==> src/rtl/calc_controller_pkg.sv <==
// Shared encodings for the keypad calculator controller: FSM states, key
// types, ALU op codes and the operand limit.
package calc_controller_pkg;

    typedef enum logic [2:0] {
        ST_ENTER_A,
        ST_ENTER_B,
        ST_EXEC,
        ST_SHOW,
        ST_ERROR
    } state_e;

    typedef enum logic [1:0] {
        KEY_DIGIT = 2'b00,
        KEY_OP    = 2'b01,
        KEY_EQ    = 2'b10,
        KEY_CLR   = 2'b11
    } key_e;

    typedef enum logic [1:0] {
        OP_ADD = 2'b00,
        OP_SUB = 2'b01,
        OP_MUL = 2'b10,
        OP_BAD = 2'b11
    } op_e;

    localparam logic [11:0] OPERAND_MAX = 12'd255;

endpackage

==> src/rtl/calc_controller_bcd_accum.sv <==
// Decimal digit accumulator: value*10+digit at 12 bits, flagging bad digits,
// too many digits, or a result above the operand limit.
module bcd_accum
    import calc_controller_pkg::*;
#(
    parameter int unsigned MAX_DIGITS = 3,
    parameter int unsigned CNT_W      = 2
) (
    input  logic [7:0]       cur_val,
    input  logic [CNT_W-1:0] cur_cnt,
    input  logic [3:0]       digit,
    output logic [7:0]       new_val,
    output logic [CNT_W-1:0] new_cnt,
    output logic             overflow
);

    logic [11:0]    wide_val;
    logic [CNT_W:0] cnt_next;

    always_comb begin
        wide_val = ({4'b0000, cur_val} * 12'd10) + {8'h00, digit};
        cnt_next = {1'b0, cur_cnt} + {{CNT_W{1'b0}}, 1'b1};
        overflow = (digit > 4'd9) || (32'(cnt_next) > MAX_DIGITS) || (wide_val > OPERAND_MAX);
        new_val  = wide_val[7:0];
        new_cnt  = cnt_next[CNT_W-1:0];
    end

endmodule

==> src/rtl/calc_controller.sv <==
// Keypad calculator controller: collects two decimal operands and one op,
// drives an external ALU and registers its result for display.
module calc_controller
    import calc_controller_pkg::*;
#(
    parameter int unsigned MAX_DIGITS = 3
) (
    input  logic        CLK,
    input  logic        RST,
    input  logic        KEY_VALID,
    input  logic [1:0]  KEY_TYPE,
    input  logic [3:0]  KEY_VAL,
    output logic [7:0]  ALU_A,
    output logic [7:0]  ALU_B,
    output logic [1:0]  ALU_OP,
    input  logic [15:0] ALU_RESULT,
    input  logic        ALU_NEG,
    output logic [15:0] DISP_VALUE,
    output logic        DISP_NEG,
    output logic        BUSY,
    output logic        DONE,
    output logic        ERR
);

    localparam int unsigned CNT_W = (MAX_DIGITS < 2) ? 1 : $clog2(MAX_DIGITS + 1);

    state_e            state_q, state_d;
    logic [7:0]        a_q, a_d, b_q, b_d;
    op_e               op_q, op_d;
    logic [CNT_W-1:0]  cnt_a_q, cnt_a_d, cnt_b_q, cnt_b_d;
    logic [15:0]       disp_value_q, disp_value_d;
    logic              disp_neg_q, disp_neg_d;
    logic              done_q, done_d;
    logic              busy_q, busy_d;
    logic              err_q, err_d;

    logic [7:0]        acc_cur_val, acc_new_val;
    logic [CNT_W-1:0]  acc_cur_cnt, acc_new_cnt;
    logic              acc_ovf;
    key_e              key_type;
    op_e               key_op;
    logic              chain_ok;

    // One accumulator shared by A and B; SHOW starts a fresh operand from zero.
    always_comb begin
        acc_cur_val = a_q;
        acc_cur_cnt = cnt_a_q;
        if (state_q == ST_ENTER_B) begin
            acc_cur_val = b_q;
            acc_cur_cnt = cnt_b_q;
        end else if (state_q == ST_SHOW) begin
            acc_cur_val = '0;
            acc_cur_cnt = '0;
        end
    end

    bcd_accum #(
        .MAX_DIGITS (MAX_DIGITS),
        .CNT_W      (CNT_W)
    ) u_bcd_accum (
        .cur_val  (acc_cur_val),
        .cur_cnt  (acc_cur_cnt),
        .digit    (KEY_VAL),
        .new_val  (acc_new_val),
        .new_cnt  (acc_new_cnt),
        .overflow (acc_ovf)
    );

    always_comb begin
        key_type     = key_e'(KEY_TYPE);
        key_op       = op_e'(KEY_VAL[1:0]);
        chain_ok     = (ALU_RESULT <= {4'h0, OPERAND_MAX}) && !ALU_NEG;
        state_d      = state_q;
        a_d          = a_q;
        b_d          = b_q;
        op_d         = op_q;
        cnt_a_d      = cnt_a_q;
        cnt_b_d      = cnt_b_q;
        disp_value_d = disp_value_q;
        disp_neg_d   = disp_neg_q;
        done_d       = 1'b0;

        if (KEY_VALID && key_type == KEY_CLR) begin
            state_d = ST_ENTER_A;
            a_d     = '0;
            b_d     = '0;
            op_d    = OP_ADD;
            cnt_a_d = '0;
            cnt_b_d = '0;
        end else begin
            case (state_q)
                ST_ENTER_A, ST_ENTER_B: begin
                    if (KEY_VALID) begin
                        case (key_type)
                            KEY_DIGIT: begin
                                if (acc_ovf) begin
                                    state_d = ST_ERROR;
                                end else if (state_q == ST_ENTER_A) begin
                                    a_d     = acc_new_val;
                                    cnt_a_d = acc_new_cnt;
                                end else begin
                                    b_d     = acc_new_val;
                                    cnt_b_d = acc_new_cnt;
                                end
                            end
                            KEY_OP: begin
                                if (key_op == OP_BAD) begin
                                    state_d = ST_ERROR;
                                end else if (state_q == ST_ENTER_A) begin
                                    op_d    = key_op;
                                    b_d     = '0;
                                    cnt_b_d = '0;
                                    state_d = ST_ENTER_B;
                                end
                            end
                            KEY_EQ: begin
                                if (state_q == ST_ENTER_B) state_d = ST_EXEC;
                            end
                            default: ;
                        endcase
                    end
                end
                ST_EXEC: begin
                    disp_value_d = ALU_RESULT;
                    disp_neg_d   = ALU_NEG;
                    done_d       = 1'b1;
                    state_d      = ST_SHOW;
                end
                ST_SHOW: begin
                    if (KEY_VALID && key_type == KEY_DIGIT) begin
                        if (acc_ovf) begin
                            state_d = ST_ERROR;
                        end else begin
                            a_d     = acc_new_val;
                            cnt_a_d = acc_new_cnt;
                            state_d = ST_ENTER_A;
                        end
                    end else if (KEY_VALID && key_type == KEY_OP) begin
                        if (key_op == OP_BAD || !chain_ok) begin
                            state_d = ST_ERROR;
                        end else begin
                            a_d     = ALU_RESULT[7:0];
                            op_d    = key_op;
                            b_d     = '0;
                            cnt_b_d = '0;
                            state_d = ST_ENTER_B;
                        end
                    end
                end
                ST_ERROR: ;
                default: state_d = ST_ENTER_A;
            endcase
        end

        // Display follows the operand being edited; SHOW/EXEC/ERROR hold it.
        if (state_d == ST_ENTER_A) disp_value_d = {8'h00, a_d};
        if (state_d == ST_ENTER_B) disp_value_d = {8'h00, b_d};
        if (state_d != ST_SHOW)    disp_neg_d   = 1'b0;
        busy_d = (state_d == ST_EXEC);
        err_d  = (state_d == ST_ERROR);
    end

    always_ff @(posedge CLK) begin
        if (RST) begin
            state_q      <= ST_ENTER_A;
            a_q          <= '0;
            b_q          <= '0;
            op_q         <= OP_ADD;
            cnt_a_q      <= '0;
            cnt_b_q      <= '0;
            disp_value_q <= '0;
            disp_neg_q   <= 1'b0;
            done_q       <= 1'b0;
            busy_q       <= 1'b0;
            err_q        <= 1'b0;
        end else begin
            state_q      <= state_d;
            a_q          <= a_d;
            b_q          <= b_d;
            op_q         <= op_d;
            cnt_a_q      <= cnt_a_d;
            cnt_b_q      <= cnt_b_d;
            disp_value_q <= disp_value_d;
            disp_neg_q   <= disp_neg_d;
            done_q       <= done_d;
            busy_q       <= busy_d;
            err_q        <= err_d;
        end
    end

    assign ALU_A      = a_q;
    assign ALU_B      = b_q;
    assign ALU_OP     = op_q;
    assign DISP_VALUE = disp_value_q;
    assign DISP_NEG   = disp_neg_q;
    assign BUSY       = busy_q;
    assign DONE       = done_q;
    assign ERR        = err_q;

endmodule

==> config.mk <==
export PLATFORM = sky130hd
export DESIGN_NAME = calc_controller
export DESIGN_NICKNAME = d
export VERILOG_FILES = /design/src/rtl/calc_controller_pkg.sv /design/src/rtl/calc_controller_bcd_accum.sv /design/src/rtl/calc_controller.sv
export SDC_FILE = /design/constraint.sdc
export NUM_CORES = 1
export LEC_CHECK = 0
export CAP_MARGIN = 20
export CORE_AREA = 5 5 71 99
export CTS_BUF_LIST = sky130_fd_sc_hd__clkbuf_4 sky130_fd_sc_hd__clkbuf_8
export CTS_CLUSTER_SIZE = 10
export DETAILED_ROUTE_END_ITERATION = 8
export DIE_AREA = 0 0 76 104
export PLACE_DENSITY = 0.81
export SETUP_SLACK_MARGIN = 0.4
export SYNTH_ARGS = -nofsm -noshare
export SYNTH_HDL_FRONTEND = slang
export SYNTH_SLANG_ARGS = --single-unit
==> constraint.sdc <==
create_clock -name CLK -period 4.75 [get_ports CLK]
set_input_delay 1.1875 -clock CLK [delete_from_list [all_inputs] [get_ports CLK]]
set_output_delay 1.1875 -clock CLK [all_outputs]
set_load 0.01 [all_outputs]
==> results of run 1 <==
logic make-up (layout without fill, tap and decap cells):
family                   Yosys count  count (layout)
adder cells (fa/ha/maj)           15              15
flip-flops                        45              45
AO/OA/AOI/OAI                     98              98
buffers and inverters             31             123
AND/OR/NAND/NOR                  163             163
XOR/XNOR                           9               9
multiplexers                      20              20
stage by stage:
| step | hold slack [ns] | instances |
|---|---|---|
| 2_1_floorplan | 0.4315 | 381 |
| 3_3_place_gp | 0.4398 | 525 |
| 3_5_place_dp | 0.4535 | 525 |
| 4_1_cts | 0.4699 | 535 |
| 5_1_grt | 0.4824 | 545 |
| 6_report | 0.4662 | 545 |
where the power goes:
part / internal [mW] / switching, mW
Sequential: 0.384 / 0.00486
Clock: 0.105 / 0.145
Combinational: 0.0884 / 0.108
Total: 0.577 / 0.258
worst min-delay path by stage:
stage                         from        endpoint  slack (ns)  cells past startpoint
global placement        cnt_b_q[0]      cnt_b_q[0]        0.44                      2
CTS                 DISP_VALUE[13]  DISP_VALUE[13]        0.47                      2
floorplan               cnt_b_q[0]      cnt_b_q[0]        0.43                      2
detailed placement   DISP_VALUE[9]   DISP_VALUE[9]        0.45                      2
finish              DISP_VALUE[15]  DISP_VALUE[15]        0.47                      2
global route        DISP_VALUE[15]  DISP_VALUE[15]        0.48                      2
placed cells by master (no fill, tap or decap), types with 6 or more instances in the layout:
| cell | instances |
|---|---|
| o21ai_0 | 6 |
| o21a_1 | 6 |
| nor3_1 | 12 |
| nor2b_1 | 7 |
| ha_1 | 11 |
| a22o_1 | 6 |
| o22ai_1 | 8 |
| dfxtp_1 | 45 |
| nand3_1 | 7 |
| or2_2 | 6 |
| clkdlybuf4s50_1 | 63 |
| nand2_1 | 50 |
| buf_4 | 39 |
| inv_1 | 12 |
| mux2i_1 | 16 |
| a21oi_1 | 16 |
| nor2_1 | 40 |
sequential cells by signal, indices dropped and copies added, names as in the netlist, 2 cells and up:
name and cells:
DISP_VALUE 16, cnt_b_q 2, ALU_A 8, state_q 3, ALU_OP 2, cnt_a_q 2
ALU_B 8
routing by layer:
layer / up-vias / wire length, um
met3: 40 / 758
met5: - / 0
met2: 172 / 5411
li1: 1574 / -
met4: 0 / 407
met1: 1592 / 3790
layout make-up:
class / count / share of cell area [%]
inverter: 13 / 1.134
tap: 72 / 2.093
timing repair buffer: 102 / 21.45
clock buffer: 5 / 1.599
clock inverter: 3 / 0.4942
sequential: 45 / 20.93
multi-input combinational: 305 / 52.30
tightest hold or removal path: stages (launching register included):
cell,delay (ns)
dfxtp_1,0.32
nand2_1,0.05
a21oi_1,0.06
repair_timing:
action,CTS,global route
pin swaps,3,11
setup buffers,2,10
endpoints found under the setup margin,9,12
gates resized for setup,4,30
synth_stat cells (4+ instances only):
cell | instances | area [sq um]
a21o_1 | 5 | 37.54
a21oi_1 | 19 | 95.09
a221oi_1 | 5 | 43.79
a22o_1 | 6 | 52.55
a22oi_1 | 6 | 45.04
and2_1 | 6 | 37.54
and3_1 | 4 | 25.02
buf_2 | 4 | 20.02
clkbuf_1 | 12 | 45.04
dfxtp_1 | 45 | 900.9
ha_1 | 13 | 162.7
inv_1 | 12 | 45.04
mux2i_1 | 17 | 170.2
nand2_1 | 50 | 187.7
nand3_1 | 7 | 35.03
nor2_1 | 41 | 153.9
nor2b_1 | 8 | 50.05
nor3_1 | 13 | 65.06
o21a_1 | 7 | 52.55
o21ai_0 | 6 | 30.03
o22ai_1 | 9 | 56.30
or2_2 | 6 | 37.54
or3_1 | 4 | 25.02
xnor2_1 | 4 | 35.03
xor2_1 | 4 | 35.03
==> reports/metrics.csv, run 1 <==
metric,value,unit
post-layout util,70.75,%
Sequential cell area,900.9,sq um
Worst Path Required,4.95,ns
Max Clk Rate,237.1,MHz
Final period util,88.78,%
synthesized area per cell,8.151,sq um
peak fanout along the critical path,9,
Placed Area,3965,sq um
"slowest stage delay, CP",0.43,ns
fillers,475,
Syn Std Cell Area,3105,sq um
IO Port Bufs,63,
Final Hold Violating Endpoints,0,
Worst path depth,17,
Setup Viol. Count Final,0,
fin nets,513,
total number of H-tree levels,2,
setup_tns,0,ns
WP buf/inv,3,
DRC Markers,0,
Setup crit end kind,register,
initial antenna violation count,0,
pwr dens,194.0,nW/um^2
GR Overflow Total,0,
cells after synthesis,381,
grt met2 use,44.73,%
number of synthesized flops with an enable pin,0,
I/O Pins,64,
Post-CTS Hold Buffers,0,
die width,76,um
Starting Density,51.05,%
R2R Setup Slk,0.53,ns
core area,6083,sq um
Main synth FF type,dfxtp_1,
CTS tree,built,
Post-DP HPWL,7964,um
worst slew pin tran,1.030,ns
crit path kind,reg2reg,
Worst Setup Start Kind,register,
compound-gate portion of the synthesized area,24.46,%
Synth Area in XOR/XNOR,2.780,%
CP endpoint,DISP_VALUE[1],
DRT Pass-1 Iters,5,
clk sinks,45,
largest family of logic cells by synthesized area,simple AND/OR/NAND/NOR gates,
"Warnings, synthesis",0,
status,finished clean,
M1 GR Usage,27.17,%
clk_skew,0.007563,ns
Crit path arrival time,4.42,ns
Synth Register Bits,45,
die area,7904,sq um
DRT Wirelength,10370,um
Leakage,1.617,nW
Skew-Pair Late Insertion Delay,0.31,ns
GRT met3 Usage,5.026,%
clock buffer depth,2,
post-synthesis cell type count,72,
Vias,3378,
CP max stage cell,fa_2,
Final Total Pwr,835.1,uW
reg2reg end,DISP_VALUE[1],
R2R depth,17,
largest net degree at the start of global routing,19,
root buf cell,clkbuf_8,
RSZ-0062 raised after global routing,false,
Multi-input gate area,2251,sq um
synthesis-to-layout area growth,38.60,%
initial DRC count,242,
worst-path cell chain,buf_4 > nand2b_4 > a22o_1 > ha_1 > ha_2 > fa_2 > xor2_4 > nand3_2 > nor4_4 > mux2_2 > o211ai_1 > buf_4 > nor2_4 > buf_4 > a221oi_2 > mux2_1 > o22ai_1,
share of cells above drive strength 1,20.72,%
Worst R2R Start,state_q[2],
first-pass GRT wire length,16350,um
Most common cell on crit path,buf_4,
vias in the first global route,3314,
slew margin rel.,30.95,%
syn nets,422,
pre-CTS WS,0.04127,ns
Peak VDD IR,207.6,uV
final worst setup slack,0.5327,ns
Vias/cell,6.198,
Synth Area in Adders,6.527,%
post-synthesis mux area share,6.567,%
row count,34,
Final Max Slew Viols,0,
"Reg clk slew, reported paths",0.09,ns
ant diodes,0,
Critical path origin,state_q[2],
worst min-delay path category,reg2reg,
minimum clock period after layout,4.217,ns
Die Span Y,104,um
post-route antenna net violation count,0,
Synth async-reset ratio,0,%
sequential-to-total area share from yosys stat,29.01,%
Max-Cap Viols,0,
Simple-Gate Fraction of Synth Area,26.63,%
gp weighted congestion,0.9974,
Total GRT Usage,24.89,%
WL/cell,19.02,um
GR peak layer,met2,
CTS buffer count,5,
Crit path max-delay family,adder cells,
finished layout cell area,4304,sq um
Note: power is estimated with default switching activity, not from simulation.
==> inputs of run 2 (changes only) <==
--- a/config.mk
+++ b/config.mk
@@ -5,6 +5,7 @@
 export SDC_FILE = /design/constraint.sdc
 export NUM_CORES = 1
 export LEC_CHECK = 0
+export ABC_CLOCK_PERIOD_IN_PS = 4750
 export CAP_MARGIN = 20
 export CORE_AREA = 5 5 71 99
 export CTS_BUF_LIST = sky130_fd_sc_hd__clkbuf_4 sky130_fd_sc_hd__clkbuf_8
==> results of run 2 <==
Final layout, timing and power as in run 1 (identical DEF).
==> variant (settings of run 2) <==
The 5 states of `state_e` get a one-hot encoding in 5 bits.
--- a/src/rtl/calc_controller_pkg.sv
+++ b/src/rtl/calc_controller_pkg.sv
@@ -2,12 +2,12 @@
 // types, ALU op codes and the operand limit.
 package calc_controller_pkg;
 
-    typedef enum logic [2:0] {
-        ST_ENTER_A,
-        ST_ENTER_B,
-        ST_EXEC,
-        ST_SHOW,
-        ST_ERROR
+    typedef enum logic [4:0] {
+        ST_ENTER_A = 5'b00001,
+        ST_ENTER_B = 5'b00010,
+        ST_EXEC    = 5'b00100,
+        ST_SHOW    = 5'b01000,
+        ST_ERROR   = 5'b10000
     } state_e;
 
     typedef enum logic [1:0] {
Function: same outputs for any inputs over 4 cycles, from zero or initial values and one cycle with RST high; so few cycles prove little.
==> variant against run 2 <==
- total power grew 30%
- highest routed layer unchanged
- worst setup slack lost 0.030 ns
- hold slack lost 0.0075 ns
- sequential cell count grew 2
- area after synthesis grew 12%
- cell area grew 12%
- largest power group unchanged
- wire length grew 30%
- combinational power grew 73%
==> variant: results (changes against run 2) <==
- Post-synth top cells: nand2_1, dfxtp_1, nor2_1 (unchanged)
- YS warnings: 0 (unchanged)
- WL met3: 1183 um (was 758 um)
- ANT cells: 0 (unchanged)
- Sw frac: 32.46% (was 30.92%)
- Vias in the first global route: 4015 (was 3314)
- Metal2 WL: 6880 um (was 5411 um)
- Final Worst Setup Slack: 0.5028 ns (was 0.5327 ns)
- Post-synthesis mux area share: 2.835% (was 6.567%)
- Critical Path AT: 4.46 ns (was 4.42 ns)
- CTS clk-pin slew, worst paths: 0.09 ns (about the same)
- Worst skew pair latency: 0.31 ns (about the same)
- Clock Skew: 0.006515 ns (was 0.007563 ns)
- Post-synthesis xor/xnor area fraction: 3.122% (was 2.780%)
- Starting Density: 57.32% (was 51.05%)
- Worst hold path class: reg -> reg (unchanged)
- Worst r2r path cells: 17 (unchanged)
- H-tree Lvls: 2 (unchanged)
- Clk Tree Root Cell: clkbuf_8 (unchanged)
- Nets: 570 (was 513)
- Port buffer count: 63 (unchanged)
- DP Worst Slack: 0.1921 ns (was 0.04127 ns)
- Library cells used by synthesis: 78 (was 72)
- First-pass GRT wire length: 20480 um (was 16350 um)
- GPL Wtd Cong: 1.012 (was 0.9974)
- Initial antenna violation count: 0 (unchanged)
- Total GRT Usage: 31.78% (was 24.89%)
- Max reg flops: 16 (unchanged)
- Post-place instance area: 0.004274 mm2 (was 0.003965 mm2)
- Post-synth net total: 479 (was 422)
- Synth area leaders: dfxtp_1, nand2_1, nor2_1 (was dfxtp_1, nand2_1, mux2i_1)
- CTS buffer count: 5 (unchanged)
- Largest net degree at the start of global routing: 20 (was 19)
- Detailed Place HPWL: 9855 um (was 7964 um)
- Synth Area in Adders: 5.813% (was 6.527%)
- Highest routed layer: met4 (unchanged)
- Vias: 4178 (was 3378)
- Worst VDD drop: 0.1242 mV (was 0.2076 mV)
- Leakage: 1.779 nW (was 1.617 nW)
- Share of layout cells above drive strength 1: 21.32% (was 20.72%)
- Detailed Routing Iterations Pass 1: 8 (was 5)
- Complex-gate fraction of the synthesized area: 31.04% (was 24.46%)
- Crit path launch: state_q[1] (was state_q[2])
- Fillers: 462 (was 475)
- Status: finished clean (unchanged)
- Synth async-reset ratio: 0% (unchanged)
- WL met1: 4544 um (was 3790 um)
- Crit path to: DISP_VALUE[0] (was DISP_VALUE[1])
- Post-synth top flop: dfxtp_1 (unchanged)
- Worst-path maximum fanout: 7 (was 9)
- WL final: 13500 um (was 10370 um)
- Starting DRT DRC Count: 530 (was 242)
- Clock buffer depth: 2 (unchanged)
- Register area share after synthesis: 26.98% (was 29.01%)
- Actual slew at the worst max-slew pin: 0.7225 ns (was 1.030 ns)
-- variant: worst min-delay path by stage --
stage	from	endpoint	slack [ns]	cells past startpoint
floorplan	cnt_b_q[1]	cnt_b_q[1]	0.43	2
global placement	DISP_VALUE[13]	DISP_VALUE[13]	0.44	2
detailed placement	DISP_VALUE[8]	DISP_VALUE[8]	0.45	2
CTS	DISP_VALUE[8]	DISP_VALUE[8]	0.46	2
global route	DISP_VALUE[13]	DISP_VALUE[13]	0.47	2
finish	DISP_VALUE[8]	DISP_VALUE[8]	0.46	2
-- variant: worst max-delay path, stage by stage, from the launching register on --
cell,delay [ns]
dfxtp_4,0.39
nor2b_4,0.15
a22oi_2,0.48
a22o_1,0.30
ha_4,0.23
ha_4,0.18
fa_2,0.40
xor2_2,0.18
nand3_2,0.12
nor4_4,0.36
mux2i_4,0.13
buf_4,0.16
clkbuf_16,0.14
buf_4,0.13
o31ai_4,0.23
a2bb2oi_2,0.17
o211ai_1,0.10
a311oi_1,0.30
-- variant: power groups by stage --
stage | Sequential (W) | Clock, W | Combinational, W
global route | 0.000423 | 0.000338 | 0.000361
global placement | 0.000429 | 0 | 0.000282
detailed placement | 0.000430 | 0 | 0.000285
floorplan | 0.000432 | 0 | 0.000168
CTS | 0.000421 | 0.000325 | 0.000293
finish | 0.000421 | 0.000320 | 0.000341
-- variant: layout make-up --
class                      count  area [um2]  share of cell area [%]
multi-input combinational    359        2630                   54.67
tap                           72       90.09                   1.873
clock buffer                   6       82.58                   1.717
timing repair buffer         105       975.9                   20.29
clock inverter                 2       38.79                  0.8062
sequential                    47       952.2                   19.79
inverter                      11       41.29                  0.8583
-- variant: routing by layer --
layer  up-vias  global-route usage [%]
met5         -                       0
met4         0                   19.47
met3        97                   4.679
met2       302                   56.74
met1      1940                   34.46
li1       1839                       -
-- variant: cells by family after synthesis --
| logic type | Yosys count |
|---|---|
| compound gates | 144 |
| xor+xnor | 10 |
| fa+ha+maj | 15 |
| buf+inv | 32 |
| flops | 47 |
| mux | 9 |
| simple gates | 181 |
-- variant: metrics by stage --
step / cells / total power, W / hold slack [ns] / util, %
detailed placement: 571 / 0.0007150 / 0.4479 / 70.26
global route: 602 / 0.001121 / 0.4744 / 79.08
floorplan: 438 / 0.0005996 / 0.4321 / -
CTS: 582 / 0.001038 / 0.4613 / 73.34
global placement: 571 / 0.0007119 / 0.4421 / 70.26
finish: 602 / 0.001082 / 0.4588 / 79.08
-- variant: timing repair --
action | in CTS | in global routing
pin swaps | 2 | 20
buffers inserted | 3 | 19
gates resized for setup | 8 | 39
gates cloned | 0 | 1
endpoints found under the setup margin | 16 | 30
